<file path="config.mk">
export PLATFORM = sky130hd
export DESIGN_NAME = lock_keypad_sequencer
export DESIGN_NICKNAME = d
export VERILOG_FILES = /design/src/rtl/lock_pkg.sv /design/src/rtl/lock_fail_guard.sv /design/src/rtl/lock_keypad_sequencer.sv
export SDC_FILE = /design/constraint.sdc
export NUM_CORES = 1
export LEC_CHECK = 0
export BUFFER_PORTS_ARGS = -buffer_cell sky130_fd_sc_hd__buf_2
export CORE_MARGIN = 10
export CORE_UTILIZATION = 55
export DETAILED_ROUTE_END_ITERATION = 12
export GPL_TIMING_DRIVEN = 0
export PLACE_DENSITY = 0.84
export SYNTH_ARGS = -nofsm -noshare
export SYNTH_HDL_FRONTEND = slang
export SYNTH_HIERARCHICAL = 1
export SYNTH_SLANG_ARGS = --single-unit
</file>
<file path="constraint.sdc">
create_clock -name clk -period 2.7 [get_ports clk]
set_input_delay 0.27 -clock clk [delete_from_list [all_inputs] [get_ports clk]]
set_output_delay 0.27 -clock clk [all_outputs]
set_load 0.01 [all_outputs]
</file>
<file path="src/rtl/lock_pkg.sv">
// Shared constants and types for the keypad sequencer and its fail guard.
package lock_pkg;

  localparam int NUM_DIGITS = 6;

  localparam logic [3:0] KEY_CLR = 4'hA;
  localparam logic [3:0] KEY_ENT = 4'hB;

  localparam logic [1:0] ADDR_P0    = 2'b00;
  localparam logic [1:0] ADDR_P1    = 2'b01;
  localparam logic [1:0] ADDR_P2    = 2'b10;
  localparam logic [1:0] ADDR_JUDGE = 2'b11;

  typedef enum logic [2:0] {
    ST_COLLECT,
    ST_WRITE,
    ST_JUDGE,
    ST_RESULT,
    ST_LOCKOUT
  } state_e;

  function automatic logic is_digit(input logic [3:0] code);
    return code <= 4'd9;
  endfunction

endpackage

</file>
<file path="src/rtl/lock_fail_guard.sv">
// Consecutive verify-failure counter and lockout timer.
// tripped goes high once the count reaches MAX_FAIL; the guard then starts
// a LOCK_CYCLES-long lockout on the following edge and flags its last cycle
// with expire so the sequencer can leave LOCKOUT on the same edge.
module lock_fail_guard #(
  parameter int MAX_FAIL    = 3,
  parameter int LOCK_CYCLES = 16
) (
  input  logic clk,
  input  logic clr,
  input  logic inc,
  input  logic clr_cnt,
  output logic tripped,
  output logic expire,
  output logic locked
);

  localparam int FW = $clog2(MAX_FAIL + 1);
  localparam int TW = $clog2(LOCK_CYCLES + 1);

  logic [FW-1:0] fail_cnt_q, fail_cnt_d;
  logic [TW-1:0] timer_q, timer_d;
  logic          locked_q, locked_d;

  assign tripped = (fail_cnt_q >= FW'(MAX_FAIL));
  assign expire  = locked_q && (timer_q == '0);
  assign locked  = locked_q;

  // Next-state: run the lockout timer, otherwise track the failure count.
  always_comb begin
    fail_cnt_d = fail_cnt_q;
    timer_d    = timer_q;
    locked_d   = locked_q;
    if (locked_q) begin
      if (timer_q == '0) begin
        locked_d   = 1'b0;
        fail_cnt_d = '0;
      end else begin
        timer_d = timer_q - 1'b1;
      end
    end else if (tripped) begin
      locked_d = 1'b1;
      timer_d  = TW'(LOCK_CYCLES - 1);
    end else if (clr_cnt) begin
      fail_cnt_d = '0;
    end else if (inc) begin
      fail_cnt_d = fail_cnt_q + 1'b1;
    end
  end

  // State registers with synchronous clear.
  always_ff @(posedge clk) begin
    if (clr) begin
      fail_cnt_q <= '0;
      timer_q    <= '0;
      locked_q   <= 1'b0;
    end else begin
      fail_cnt_q <= fail_cnt_d;
      timer_q    <= timer_d;
      locked_q   <= locked_d;
    end
  end

endmodule

</file>
<file path="src/rtl/lock_keypad_sequencer.sv">
// Keypad front end for the six-digit lock controller: collects digits,
// writes them out as address-tagged pairs, runs the judge window and
// reports set/pass/fail, with lockout after repeated verify failures.
module lock_keypad_sequencer
  import lock_pkg::*;
#(
  parameter int WR_HOLD     = 2,
  parameter int JUDGE_LAT   = 2,
  parameter int MAX_FAIL    = 3,
  parameter int LOCK_CYCLES = 16
) (
  input  logic       clk,
  input  logic       clr,
  input  logic       key_vld,
  input  logic [3:0] key_code,
  input  logic       mode_in,
  input  logic       res,
  output logic [3:0] inA,
  output logic [3:0] inB,
  output logic       a0,
  output logic       a1,
  output logic       m,
  output logic       busy,
  output logic [2:0] entry_cnt,
  output logic       err,
  output logic       set_done,
  output logic       pass,
  output logic       fail,
  output logic       locked
);

  localparam int HOLD_MAX = (WR_HOLD > JUDGE_LAT) ? WR_HOLD : JUDGE_LAT;
  localparam int CW       = $clog2(HOLD_MAX + 1);

  state_e        state_q, state_d;
  logic [CW-1:0] phase_q, phase_d;
  logic [1:0]    pair_q, pair_d;
  logic [3:0]    digits_q [NUM_DIGITS];
  logic [3:0]    digits_d [NUM_DIGITS];
  logic [2:0]    entry_cnt_q, entry_cnt_d;
  logic [3:0]    in_a_q, in_a_d;
  logic [3:0]    in_b_q, in_b_d;
  logic [1:0]    addr_q, addr_d;
  logic          m_q, m_d;
  logic          busy_q, busy_d;
  logic          err_q, err_d;
  logic          set_done_q, set_done_d;
  logic          pass_q, pass_d;
  logic          fail_q, fail_d;

  logic          tripped;
  logic          expire;

  lock_fail_guard #(
    .MAX_FAIL    (MAX_FAIL),
    .LOCK_CYCLES (LOCK_CYCLES)
  ) u_fail_guard (
    .clk     (clk),
    .clr     (clr),
    .inc     (fail_d),
    .clr_cnt (pass_d),
    .tripped (tripped),
    .expire  (expire),
    .locked  (locked)
  );

  // Next-state and registered-output logic; outputs follow the next state
  // so they line up with the state they belong to.
  // NOTE: every variable gets a default at the top of the block, so no
  // path leaves one unassigned and no latch is inferred.
  always_comb begin
    state_d     = state_q;
    phase_d     = phase_q;
    pair_d      = pair_q;
    digits_d    = digits_q;
    entry_cnt_d = entry_cnt_q;
    in_a_d      = in_a_q;
    in_b_d      = in_b_q;
    addr_d      = ADDR_JUDGE;
    m_d         = m_q;
    busy_d      = 1'b0;
    err_d       = 1'b0;
    set_done_d  = 1'b0;
    pass_d      = 1'b0;
    fail_d      = 1'b0;

    unique case (state_q)
      ST_COLLECT: begin
        if (key_vld) begin
          if (is_digit(key_code)) begin
            if (entry_cnt_q < 3'(NUM_DIGITS)) begin
              digits_d[entry_cnt_q] = key_code;
              entry_cnt_d           = entry_cnt_q + 1'b1;
            end
          end else if (key_code == KEY_CLR) begin
            entry_cnt_d = '0;
          end else if (key_code == KEY_ENT) begin
            if (entry_cnt_q == 3'(NUM_DIGITS)) begin
              m_d     = mode_in;
              state_d = ST_WRITE;
              phase_d = '0;
              pair_d  = 2'd0;
            end else begin
              err_d       = 1'b1;
              entry_cnt_d = '0;
            end
          end
        end
      end
      ST_WRITE: begin
        if (phase_q == CW'(WR_HOLD - 1)) begin
          phase_d = '0;
          if (pair_q == 2'd2) begin
            state_d = ST_JUDGE;
          end else begin
            pair_d = pair_q + 1'b1;
          end
        end else begin
          phase_d = phase_q + 1'b1;
        end
      end
      ST_JUDGE: begin
        if (phase_q == CW'(JUDGE_LAT - 1)) begin
          phase_d     = '0;
          state_d     = ST_RESULT;
          entry_cnt_d = '0;
          if (m_q) begin
            pass_d = res;
            fail_d = !res;
          end else begin
            set_done_d = 1'b1;
          end
        end else begin
          phase_d = phase_q + 1'b1;
        end
      end
      ST_RESULT: begin
        state_d = tripped ? ST_LOCKOUT : ST_COLLECT;
      end
      ST_LOCKOUT: begin
        if (expire) begin
          state_d = ST_COLLECT;
        end
      end
      default: begin
        state_d = ST_COLLECT;
      end
    endcase

    busy_d = (state_d inside {ST_WRITE, ST_JUDGE, ST_LOCKOUT});

    if (state_d == ST_WRITE) begin
      unique case (pair_d)
        2'd0: begin
          addr_d = ADDR_P0;
          in_a_d = digits_q[0];
          in_b_d = digits_q[1];
        end
        2'd1: begin
          addr_d = ADDR_P1;
          in_a_d = digits_q[2];
          in_b_d = digits_q[3];
        end
        default: begin
          addr_d = ADDR_P2;
          in_a_d = digits_q[4];
          in_b_d = digits_q[5];
        end
      endcase
    end
  end

  // Control state and registered outputs with synchronous clear.
  // NOTE: sequential state uses non-blocking assignments so every flop
  // samples its pre-edge value regardless of statement order.
  always_ff @(posedge clk) begin
    if (clr) begin
      state_q     <= ST_COLLECT;
      phase_q     <= '0;
      pair_q      <= 2'd0;
      entry_cnt_q <= '0;
      in_a_q      <= '0;
      in_b_q      <= '0;
      addr_q      <= ADDR_JUDGE;
      m_q         <= 1'b0;
      busy_q      <= 1'b0;
      err_q       <= 1'b0;
      set_done_q  <= 1'b0;
      pass_q      <= 1'b0;
      fail_q      <= 1'b0;
    end else begin
      state_q     <= state_d;
      phase_q     <= phase_d;
      pair_q      <= pair_d;
      entry_cnt_q <= entry_cnt_d;
      in_a_q      <= in_a_d;
      in_b_q      <= in_b_d;
      addr_q      <= addr_d;
      m_q         <= m_d;
      busy_q      <= busy_d;
      err_q       <= err_d;
      set_done_q  <= set_done_d;
      pass_q      <= pass_d;
      fail_q      <= fail_d;
    end
  end

  // Digit buffer.
  // NOTE: the buffer is not reset; a slot is only read after it has been
  // written, because write-out requires six collected digits.
  always_ff @(posedge clk) begin
    digits_q <= digits_d;
  end

  assign inA       = in_a_q;
  assign inB       = in_b_q;
  assign a1        = addr_q[1];
  assign a0        = addr_q[0];
  assign m         = m_q;
  assign busy      = busy_q;
  assign entry_cnt = entry_cnt_q;
  assign err       = err_q;
  assign set_done  = set_done_q;
  assign pass      = pass_q;
  assign fail      = fail_q;

endmodule
</file>
* Yosys cells after proc, flatten, opt, wreduce, memory -nomap -nowiden
Cells that the tools add are included.
** Storage, ports and cells
- Memories :: 0
- Logic and storage cells :: 146
- Bits in writable memories :: 0
- Flip-flop bits (word level) :: 58
- ROM bits :: 0
- Latch bits :: 0
** Operators by class
- Multipliers :: 0
- Shifts and indexed selects :: 0
- Order comparisons :: 5
- Muxes and demuxes :: 59
- Reduce and logical (&&, ||, !) cells :: 21
- Bitwise logic cells :: 9
- Equality and inequality tests :: 25
- Add/sub/neg operators :: 5
- Div/mod/pow operators :: 0
** Operators with widths (number)
- $mux W3 :: 17
- $mux W2 :: 18
- $bwmux W24 :: 1
- $reduce_and A6 Y1 :: 3
- $ne A2 B2 Y1 const B :: 8
- $pmux W4 S2 :: 2
- $mux W5 :: 3
- $pmux W3 S5 :: 1
- $demux W4 S3 :: 1
- $pmux W2 S2 :: 3
- $mux W1 :: 11
- $eq A3 B2 Y1 const B :: 3
- $eq A3 B3 Y1 const B :: 3
- $eq A4 B4 Y1 const B :: 2
- $ne A4 B4 Y1 const B :: 2
- $not A1 Y1 :: 8
- $add A2 B1 Y2 const B :: 3
- $eq A3 B1 Y1 const B :: 2
- $pmux W3 S2 :: 1
- $reduce_bool A2 Y1 :: 3
- $reduce_bool A3 Y1 :: 2
- $reduce_or A6 Y1 :: 1
- $logic_not A5 Y1 :: 1
- $sub A5 B1 Y5 const B :: 1
- 21 further kinds :: 24

* Longest topological paths before layout
Gate-level depths: netlist of run 1.
- Depth in word-level cells :: 10
- Gate-level depth with buffers :: 9
- Mapped depth without buffers :: 8

* Hierarchy
Netlist of run 1, hierarchy kept.
** By module, submodules not included
- lock_keypad_sequencer :: sequential area each 1241.2 um^2, area an instance 2222.1 um^2, times used 1, cells an instance 192
- lock_fail_guard :: sequential area each 160.2 um^2, area an instance 409.1 um^2, times used 1, cells an instance 45

* Least setup slack after synthesis of run 1
No wires, ideal clock.
- Path kind :: register -> register
- From :: register entry_cnt_q[1], in the netlist entry_cnt[1]
- To :: register in_a_q[3], in the netlist inA[3]
- Setup time :: 0.086 ns
- Period minus slack after synthesis :: 2.106 ns
- Stages on the path, launching flop included :: 9
- Arrival :: 2.020 ns
- Required time :: 2.614 ns
- Path buffers :: 2
- Setup slack :: 0.594 ns
- Cell sequence :: dfxtp_1 > ha_1 > and3_1 > clkbuf_1 > and3_4 > a311oi_2 > or3_1 > buf_6 > a221oi_2
** Between the ends
- Cells in the longest elaborated chain, start to end :: 9
- Elaborated cells between the ends (all ways) :: 17
- Those cells by class :: eq/ne (3); mux (13); reduce/logical (1)
** Ends and longest elaborated chain
- from (decl) :: RTL line lock_keypad_sequencer.sv:40 : logic [2:0] entry_cnt_q, entry_cnt_d;
- from (signal assigned) :: RTL line lock_keypad_sequencer.sv:195 : entry_cnt_q <= entry_cnt_d;
- $eq A3 B3 Y1 * :: RTL line lock_keypad_sequencer.sv:98 : if (entry_cnt_q == 3'(NUM_DIGITS)) begin
- $mux W2 :: RTL line lock_keypad_sequencer.sv:98
- $mux W2 :: RTL line lock_keypad_sequencer.sv:97 : end else if (key_code == KEY_ENT) begin
- $mux W2 :: RTL line lock_keypad_sequencer.sv:95 : end else if (key_code == KEY_CLR) begin
- $mux W2 :: RTL line lock_keypad_sequencer.sv:90 : if (is_digit(key_code)) begin
- $mux W2 :: RTL line lock_keypad_sequencer.sv:89 : if (key_vld) begin
- $pmux W2 S2 :: RTL line lock_keypad_sequencer.sv:87 : unique case (state_q)
- $eq A2 B1 Y1 / $logic_not A2 Y1 (equally long branches) :: RTL line lock_keypad_sequencer.sv:153 : unique case (pair_d)
- $pmux W4 S2 :: RTL line lock_keypad_sequencer.sv:153
- to (signal assigned) :: RTL line lock_keypad_sequencer.sv:196 : in_a_q <= in_a_d;
- to (decl) :: RTL line lock_keypad_sequencer.sv:41 : logic [3:0] in_a_q, in_a_d;
Mark *: on every way between the ends. The rest lies on a longest branch, timed or not.
A chain may end at the register's enable or synchronous reset.

* Final worst setup path of run 1
- From :: register entry_cnt_q[0], in the netlist entry_cnt[0]
- To :: register in_b_q[2], in the netlist inB[2]
** Between the ends
- Cells in the longest elaborated chain, start to end :: 9
- Elaborated cells between the ends (all ways) :: 17
- Those cells by class :: eq/ne (3); mux (13); reduce/logical (1)
** Ends and longest elaborated chain
- $eq A3 B3 Y1 * :: RTL line lock_keypad_sequencer.sv:98
- $mux W2 :: RTL line lock_keypad_sequencer.sv:98
- $mux W2 :: RTL line lock_keypad_sequencer.sv:97
- $mux W2 :: RTL line lock_keypad_sequencer.sv:95
- $mux W2 :: RTL line lock_keypad_sequencer.sv:90
- $mux W2 :: RTL line lock_keypad_sequencer.sv:89
- $pmux W2 S2 :: RTL line lock_keypad_sequencer.sv:87
- $eq A2 B1 Y1 / $logic_not A2 Y1 (equally long branches) :: RTL line lock_keypad_sequencer.sv:153
- $pmux W4 S2 :: RTL line lock_keypad_sequencer.sv:153
- to (signal assigned) :: RTL line lock_keypad_sequencer.sv:197 : in_b_q <= in_b_d;
- to (decl) :: RTL line lock_keypad_sequencer.sv:42 : logic [3:0] in_b_q, in_b_d;
Marks and branches as above.

==> flow_summary.yaml, run 1 <==
clock_tree:
  clk_path_buf_depth: 2
  ctsHoldBuffers: 0
  cts_resized: 0
  clk_latency_ns: 0.34
  cts_root_buffer: "clkbuf_8"
  cts_tree: "done"
  path_clk_slew_ns: 0.06
  cts_buffers: 9
  numClockSinks: 58
  htreeDepth: 3
  postCtsSetupRepairBufs: 0
pwr:
  p_int_mw: 1.55
  p_sw_share_pct: 19.7
  leakage_nw: 1.22
  ir_drop_uv: 346
  combPwrFrac_pct: 3.0
  pwr-share-clk_pct: 48.9
  cellPowerDensity_nw_per_um2: 628
  finalPower_mw: 1.93
  power.switching_uw: 379
  pwr-share-seq_pct: 48.1
synth:
  synth_cells: 237
  ys_types: 54
  synth_nets: 252
  synth-xor-area-share_pct: 0
  syn_area_sq_um: 2630
  synth_commonest_cells: "dfxtp_1, edfxtp_1, nor2_1, nand2_1, nand2b_1"
  synthMuxAreaShare_pct: 3.42
  yosys_warnings: 6
  ys_seq_elements: 58
  synth_compound_area_share_pct: 16.1
  syn_area_per_cell_sq_um: 11.1
  synthFlopType: "dfxtp_1"
  synthAdderAreaFrac_pct: 2.85
  synth_edf_count: 24
  synth-async-reset-ratio_pct: 0
  ys_seq_area_share_pct: 53.3
  synth_top_family_by_area: "simple AND/OR/NAND/NOR gates"
  yosysTopAreaCell: "edfxtp_1"
  netlist.area_leader.share_pct: 27.4
  synth.most_common_cell: "dfxtp_1"
  synth-simple-area-share_pct: 20.7
  synthTopCellsByArea: "edfxtp_1, dfxtp_1, a221oi_2"
grt:
  antenna_found_initial: 0
  grt_pass1_vias: 1848
  grt_pass1_wl_mm: 8.86
  grt_max_degree: 11
  grt-ovfl-total: 0
  grt_use_total_pct: 14.6
placed_design:
  place.gp.congestion: 0.808
  dpl.hpwl_mm: 3.82
  portBuffers: 28
  pre_cts_ws_ns: 0.392
timing:
  grt_setup_unrepaired: "no"
  timing.slew.headroom_pct: 42.2
  finalSetupViolCount: 0
  clock_skew_ns: 0.00604
  fin_crit_sh_pct: 88.0
  finalCriticalPeriod_ns: 2.38
  max_slew.worst_pin.slew_ns: 0.859
  setup_ws_ns: 0.323
  fmax_mhz: 421
  report.final.slew_viol_count: 0
  tns_ns: 0
  hold_viol: 0
die:
  rows: 25
  die_y_um: 89.2
  start_util_pct: 56.1
  fp.dieW_um: 89.2
  die_area_sq_um: 7950
  ioPinCount: 29
  design.core.area_sq_um: 4690
min_path:
  hold_class: "in2reg"
  whs_endpoint: "fail"
  hold_path_depth: 2
  hp-start: "res"
detailed_routing:
  first_iter_violations: 164
  antenna_left: 0
  drc_errors: 0
  viasPerCell: 5.97
  wl_per_cell_um: 16.2
  vias: 2000
  first_pass_iters: 4
  routed_wl_mm: 5.44
layout:
  fin_nets: 291
  num_antenna_cells: 0
  syn2layout_area_growth_pct: 16.7
  drive_gt1_share_pct: 22.1
critical_path:
  ff2ff_path_depth: 8
  r2r_start: "entry_cnt[0]"
  critPathLaunchType: "flop"
  worstPathArrival_ns: 2.62
  worstSetupPathType: "reg2reg"
  cp_max_fo: 8
  r2r_end: "inB[2]"
  worst_setup_path_end_kind: "flop"
  crit_required_ns: 2.95
  ff2ff_setup_slack_ns: 0.32
run_status:
  status: "complete, no violations"
flow_run:
  drv_cap: 0
-- cells by family (layout without fill, tap and decap cells) --
group                    Yosys count  after routing
AND/OR/NAND/NOR                   93             93
flip-flops                        58             58
AO/OA/AOI/OAI                     50             50
buffers and inverters             21             65
multiplexers                       9              9
adder cells (fa/ha/maj)            6              6
-- per-stage QoR --
stage / utilization (%) / instance area, sq um / hold WS, ns / instances
after floorplan: - / 2630 / 0.347 / 237
after global placement: 60.5 / 2840 / 0.459 / 319
after detailed placement: 60.5 / 2840 / 0.464 / 319
after CTS: 65.5 / 3070 / 0.104 / 335
after global routing: 65.5 / 3070 / 0.118 / 335
final: 65.5 / 3070 / 0.114 / 335
-- per-layer routing --
metal	track usage (%)	share of wire (%)	wire length [um]
met3	6.02	8.8	478
met5	0	0	0
met4	7.23	2.3	127
met2	21.5	44	2390
met1	18.1	45	2440
-- worst max path at each step --
stage / startpoint / endpoint / slack [ns] / cells past startpoint
after floorplan: entry_cnt[1] / inA[3] / 0.59 / 8
after global placement: entry_cnt[1] / inB[0] / 0.45 / 8
after detailed placement: entry_cnt[0] / inB[2] / 0.39 / 8
after CTS: entry_cnt[0] / inB[2] / 0.37 / 8
after global routing: entry_cnt[1] / inB[2] / 0.15 / 7
final: entry_cnt[0] / inB[2] / 0.32 / 8
-- critical path: stages (launching register included) --
cell and delay (ns):
dfxtp_1 0.47, inv_1 0.11, ha_1 0.23, and3_1 0.16
clkbuf_1 0.15, a311oi_1 0.55, or3_1 0.26, nor2_4 0.10
a221oi_2 0.25
-- final cells by class --
cell class,count,area (sq um)
plain buffers,11,60.1
flip-flops and latches,58,1400
repair buffers,28,140
multi-input cells,158,1130
fillers,346,1620
well taps,54,67.6
clock inverters,6,105
clock buffers,10,128
inverters,10,37.5
-- registers in the layout, summed over array words and instances (netlist names), 2 cells and up --
signal,flops
u_fail_guard/timer_q,5
digits_q,24
phase_q,2
addr_q,2
inB,4
u_fail_guard/fail_cnt_q,2
entry_cnt,3
pair_q,2
state_q,3
inA,4
-- cell usage in the layout, fill, tap and decap left out, types with 2 or more instances in the layout --
cell type  count
dfxtp_1       34
buf_2         31
edfxtp_1      24
nor2_1        22
nand2_1       15
nand2b_1      14
a21oi_1       12
inv_1         10
mux2i_1        9
clkbuf_8       9
a221oi_2       8
and3_1         6
ha_1           6
nor3_1         5
clkbuf_1       5
o21ai_0        4
nor2b_1        4
o22ai_1        4
nor4_1         3
or3_1          3
nand3_1        3
nor3b_1        3
bufinv_16      3
buf_4          2
and3b_1        2
a31oi_1        2
a311oi_1       2
nand3b_1       2
a2111oi_0      2
clkinv_1       2
o211a_1        2
a211oi_1       2
-- power groups by stage --
stage | clock network (mW) | logic, mW | registers (mW)
after CTS | 0.953 | 0.0581 | 0.927
final | 0.942 | 0.0588 | 0.927
after global routing | 0.995 | 0.0651 | 0.927
after floorplan | 0 | 0.0321 | 0.946
after detailed placement | 0 | 0.0579 | 0.946
after global placement | 0 | 0.0562 | 0.946
Power figures use the tool's default switching activity.
==> inputs of run 2 (changes only) <==
--- a/config.mk
+++ b/config.mk
@@ -6,6 +6,7 @@
 export NUM_CORES = 1
 export LEC_CHECK = 0
 export BUFFER_PORTS_ARGS = -buffer_cell sky130_fd_sc_hd__buf_2
+export CORE_ASPECT_RATIO = 0.6
 export CORE_MARGIN = 10
 export CORE_UTILIZATION = 55
 export DETAILED_ROUTE_END_ITERATION = 12
==> flow_summary.yaml, run 2 (same netlist as run 1, synthesis figures left out) <==
layout:
  fin_nets: 291
  largest_reg_flops: 24
  final_cells: 344
  syn2layout_area_growth_pct: 15.5
  final_common_cell: "dfxtp_1"
  num_antenna_cells: 0
  regMostFlops: "digits_q"
  final_cell_mix: "dfxtp_1, buf_2, edfxtp_1, nor2_1, nand2_1"
  fillCellCount: 338
  drive_gt1_share_pct: 21.7
  reg_top3: "digits_q: 24 flops, u_fail_guard/timer_q: 5 flops"
die:
  fp.dieW_um: 109
  ioPinCount: 29
  die_area_sq_um: 8040
  die_y_um: 73.6
  start_util_pct: 57.3
  rows: 19
  design.core.area_sq_um: 4590
detailed_routing:
  routed_wl_mm: 5.89
  viasPerCell: 5.93
  antenna_left: 0
  m1WireLength_mm: 2.73
  vias: 2041
  drc_errors: 0
  dr.max_layer_used: "met4"
  wl_met3_um: 578
  first_pass_iters: 5
  wl_met2_mm: 2.47
  first_iter_violations: 182
  wl_per_cell_um: 17.1
pwr:
  p_sw_share_pct: 20.8
  pwr-share-clk_pct: 43.5
  leakage_nw: 1.20
  cellPowerDensity_nw_per_um2: 576
  power.switching_uw: 363
  pwr-share-seq_pct: 53.0
  finalPower_mw: 1.75
  p_int_mw: 1.39
  combPwrFrac_pct: 3.4
  ir_drop_uv: 283
timing:
  tns_ns: 0
  clock_skew_ns: 0.00712
  finalCriticalPeriod_ns: 2.48
  fin_crit_sh_pct: 91.8
  setup_ws_ns: 0.223
  finalSetupViolCount: 0
  timing.slew.headroom_pct: 32.9
  max_slew.worst_pin.slew_ns: 0.997
  hold_viol: 0
  grt_setup_unrepaired: "no"
  report.final.slew_viol_count: 0
  fmax_mhz: 404
clock_tree:
  clk_path_buf_depth: 2
  cts_buffers: 9
  path_clk_slew_ns: 0.06
  cts_root_buffer: "clkbuf_8"
  cts_resized: 0
  clk_latency_ns: 0.34
  htreeDepth: 3
  cts_tree: "done"
  postCtsSetupRepairBufs: 0
  ctsHoldBuffers: 0
  numClockSinks: 58
critical_path:
  slowest_delay_ns: 0.49
  worstSetupPathType: "reg2reg"
  r2r_start: "entry_cnt[1]"
  worstPathCellList: "ha_1 > and3_1 > clkbuf_1 > a31oi_1 > a221oi_1 > buf_2 > mux2i_1 > a221oi_2"
  crit_required_ns: 2.91
  worst_setup_path_end_kind: "flop"
  ff2ff_path_depth: 8
  worstPathArrival_ns: 2.68
  cp_max_fo: 10
  ff2ff_setup_slack_ns: 0.22
  slowest_stage: "dfxtp_1"
  r2r_end: "inB[2]"
  critPathLaunchType: "flop"
placed_design:
  place.gp.congestion: 0.863
  portBuffers: 28
  dp.cells: 328
  dpl.hpwl_mm: 4.33
  pre_cts_ws_ns: 0.265
grt:
  grt_pass1_vias: 1927
  grt_max_degree: 11
  grt-ovfl-total: 0
  antenna_found_initial: 0
  grt_use_total_pct: 15.5
  grt_pass1_wl_mm: 9.67
run_status:
  status: "complete, no violations"
min_path:
  hold_path_depth: 2
  hold_class: "in2reg"
  whs_endpoint: "fail"
  hp-start: "res"
flow_run:
  drv_cap: 0
==> run 2: cell count changes in the layout (fill, tap and decap cells not counted), sizes merged <==
| cell | previous run | this run |
|---|---|---|
| bufinv | 3 | 1 |
| clkbuf | 14 | 16 |
| clkinvlp | 1 | 0 |
| clkinv | 2 | 3 |
==> run 2: area by class of cell <==
cell class                 count  area, sq um  area share (%)
buffer                        11         60.1            1.98
timing repair buffer          28          140            4.61
sequential                    58         1400            46.1
clock buffer                  12          145            4.78
tap                           63         78.8            2.59
inverter                      10         37.5            1.24
multi-input combinational    158         1130            37.3
clock inverter                 4         42.5            1.40
==> run 2: metrics by stage <==
stage | area [sq um] | utilization (%) | hold WS (ns)
floorplan | 2630 | - | 0.347
global placement | 2850 | 62.1 | 0.459
detailed placement | 2850 | 62.1 | 0.463
CTS | 3040 | 66.2 | 0.110
global route | 3040 | 66.2 | 0.124
finish | 3040 | 66.2 | 0.121
==> run 2: per-layer routing <==
metal | vias up | GRT usage (%)
li1 | 966 | -
met1 | 959 | 21.1
met2 | 102 | 21.9
met3 | 14 | 6.03
met4 | 0 | 5.60
met5 | - | 0
==> run 2: power groups by stage <==
| stage | Sequential [mW] | Combinational (mW) | Clock [mW] |
|---|---|---|---|
| floorplan | 0.946 | 0.0321 | 0 |
| global placement | 0.946 | 0.0582 | 0 |
| detailed placement | 0.946 | 0.0590 | 0 |
| CTS | 0.927 | 0.0595 | 0.767 |
| global route | 0.928 | 0.0680 | 0.807 |
| finish | 0.927 | 0.0603 | 0.762 |
==> run 2: worst max-delay path by stage <==
stage	start	end	slack [ns]
finish	entry_cnt[1]	inB[2]	0.22
global route	entry_cnt[1]	inB[2]	0.05
CTS	entry_cnt[1]	inB[2]	0.27
detailed placement	entry_cnt[1]	inB[2]	0.27
global placement	entry_cnt[1]	inB[3]	0.31
floorplan	entry_cnt[1]	inA[3]	0.59
==> run 2: critical path: cells and delay by family (launching register included) <==
family          cells  cell delay (ns)
fa+ha+maj           1             0.24
buf+inv             2             0.59
flops               1             0.49
simple gates        1             0.15
compound gates      3             0.49
mux                 1             0.39
==> inputs of run 3 (changes only) <==
--- a/config.mk
+++ b/config.mk
@@ -14,5 +14,4 @@
 export PLACE_DENSITY = 0.84
 export SYNTH_ARGS = -nofsm -noshare
 export SYNTH_HDL_FRONTEND = slang
-export SYNTH_HIERARCHICAL = 1
 export SYNTH_SLANG_ARGS = --single-unit
==> flow_summary.yaml, run 3 <==
detailed_routing:
  drc_errors: 0
  first_iter_violations: 276
  vias: 2109
  wl_per_cell_um: 18.2
  first_pass_iters: 7
  routed_wl_mm: 6.16
  antenna_left: 0
  viasPerCell: 6.22
critical_path:
  ff2ff_setup_slack_ns: 0.14
  slowest_stage: "a222oi_1"
  crit_family: "compound AO/OA/AOI/OAI gates"
  crit_required_ns: 2.90
  worstSetupPathType: "reg2reg"
  cp_max_fo: 9
  worst_setup_path_end_kind: "flop"
  critPathLaunchType: "flop"
  worstPathCellList: "buf_4 > or4b_1 > buf_2 > nor4_4 > buf_4 > o32ai_4 > a222oi_1 > a211oi_1"
  crit_top_cell: "buf_4"
  crit_end: "inB[2]"
  r2r_start: "state_q[2]"
  r2r_end: "inB[2]"
  cp.depth: 8
  ff2ff_path_depth: 8
  worstPathArrival_ns: 2.77
  cp_num_buf_inv: 3
  crit_start: "state_q[2]"
  slowest_delay_ns: 0.57
die:
  fp.dieW_um: 107
  start_util_pct: 59.2
  rows: 18
  die_y_um: 72.4
  ioPinCount: 29
  die_area_sq_um: 7780
  design.core.area_sq_um: 4260
clock_tree:
  cts_buffers: 9
  numClockSinks: 58
  htreeDepth: 3
  cts_tree: "done"
  cts_root_buffer: "clkbuf_8"
  clk_latency_ns: 0.34
  clk_path_buf_depth: 2
  path_clk_slew_ns: 0.06
synth:
  synth_cells: 232
  synth.most_common_cell: "dfxtp_1"
  synthTopCellsByArea: "edfxtp_1, dfxtp_1, a21oi_1"
  yosysTopAreaCell: "edfxtp_1"
  syn_area_per_cell_sq_um: 10.9
  syn_area_sq_um: 2520
  synth_commonest_cells: "dfxtp_1, edfxtp_1, nor2_1, a21oi_1, nand2_1"
  synth-async-reset-ratio_pct: 0
  synthFlopType: "dfxtp_1"
  ys_seq_area_share_pct: 55.6
  synth_edf_count: 24
  yosys_warnings: 0
  ys_seq_elements: 58
  netlist.area_leader.share_pct: 28.6
  synth_nets: 248
  ys_types: 46
run_status:
  status: "complete, no violations"
timing:
  timing.slew.headroom_pct: 42.3
  holdWs_ns: 0.128
  grt_setup_unrepaired: "no"
  fin_crit_sh_pct: 95.0
  report.final.slew_viol_count: 0
  clock_skew_ns: 0.00624
  max_slew.worst_pin.slew_ns: 0.860
  finalSetupViolCount: 0
  finalCriticalPeriod_ns: 2.56
  hold_viol: 0
  fmax_mhz: 390
layout:
  largest_reg_flops: 24
  regMostFlops: "digits_q"
  final_core_util_pct: 69.8
  syn2layout_area_growth_pct: 17.9
  final_cells: 339
  final_common_cell: "dfxtp_1"
  fillCellCount: 299
  reg_top3: "digits_q: 24 flops, u_fail_guard.timer_q: 5 flops"
  fin_nets: 291
  drive_gt1_share_pct: 22.6
  final_cell_mix: "dfxtp_1, buf_2, edfxtp_1, nor2_1, a21oi_1"
  num_antenna_cells: 0
grt:
  grt_pass1_wl_mm: 9.60
  grt_max_degree: 11
  antenna_found_initial: 0
  grt_use_total_pct: 15.9
  grt_pass1_vias: 1920
  grt-ovfl-total: 0
min_path:
  hp-start: "res"
  hold_class: "in2reg"
placed_design:
  dp.cells: 320
  portBuffers: 28
  place.gp.congestion: 0.811
  dpl.hpwl_mm: 4.35
pwr:
  power.switching_uw: 377
  ir_drop_uv: 308
  pwr-share-seq_pct: 52.9
  cellPowerDensity_nw_per_um2: 588
  combPwrFrac_pct: 3.3
  pwr-share-clk_pct: 43.8
  p_int_mw: 1.37
  p_sw_share_pct: 21.6
  leakage_nw: 1.06
  finalPower_mw: 1.75
flow_run:
  drv_cap: 0
run 3: changes by cell type in the layout (fill, tap and decap cells not counted), sizes merged, moves of 4 or more:
cell / change
a211oi: +4
nand2b: -5
a21oi: +8
a222oi: +6
and3: -5
mux2i: -4
o21ai: +4
a221oi: -9
run 3: through the flow:
step	cell area [sq um]	setup slack [ns]	TNS (ns)
after floorplan	2520	0.398	0
after global placement	2740	-0.0754	-0.134
after detailed placement	2740	-0.157	-0.449
after CTS	2940	0.201	0
after global routing	2970	0.00264	0
final	2970	0.136	0
run 3: routing by layer:
layer,GRT usage (%),share of wire [%],vias up
li1,-,-,970
met1,20.8,43,960
met2,21.9,40,163
met5,0,0,-
met3,8.20,16,16
met4,5.75,1.5,0
run 3: kinds of logic after synthesis:
kind of cell    after synthesis  synth area share (%)
simple gates                 82                  18.4
compound gates               63                  17.8
mux                           5                  1.99
fa+ha+maj                     7                  3.47
flops                        58                  55.6
buf+inv                      17                  2.78
run 3: cell type report:
| type | instances | area [sq um] | share of cell area, % |
|---|---|---|---|
| Buffer | 9 | 40.0 | 1.35 |
| Inverter | 8 | 30.0 | 1.01 |
| Tap cell | 60 | 75.1 | 2.53 |
| Timing Repair Buffer | 32 | 170 | 5.72 |
| Multi-Input combinational cell | 157 | 1060 | 35.8 |
| Sequential cell | 58 | 1400 | 47.2 |
| Clock inverter | 2 | 10.0 | 0.337 |
| Clock buffer | 13 | 180 | 6.06 |
run 3: power by group through the flow:
stage | combinational (mW) | sequential [mW] | clock, mW
6_report | 0.0575 | 0.924 | 0.765
5_1_grt | 0.0644 | 0.924 | 0.802
4_1_cts | 0.0570 | 0.924 | 0.765
3_5_place_dp | 0.0566 | 0.943 | 0
3_3_place_gp | 0.0555 | 0.942 | 0
2_1_floorplan | 0.0304 | 0.943 | 0
run 3: worst min path at each step:
stage                                 endpoint  cells past startpoint
global route                              fail                      2
finish                                    fail                      2
detailed placement                        fail                      2
CTS                                       fail                      2
floorplan                                 fail                      1
global placement    u_fail_guard.fail_cnt_q[1]                      2
run 3: timing repair:
| action | in CTS | in global routing |
|---|---|---|
| hold endpoints to repair | 0 | 0 |
| gates resized for setup | 0 | 4 |
| setup endpoints to repair | 6 | 1 |
| pin swaps | 1 | 2 |
| hold buffers | 0 | 0 |
| setup buffers | 2 | 2 |
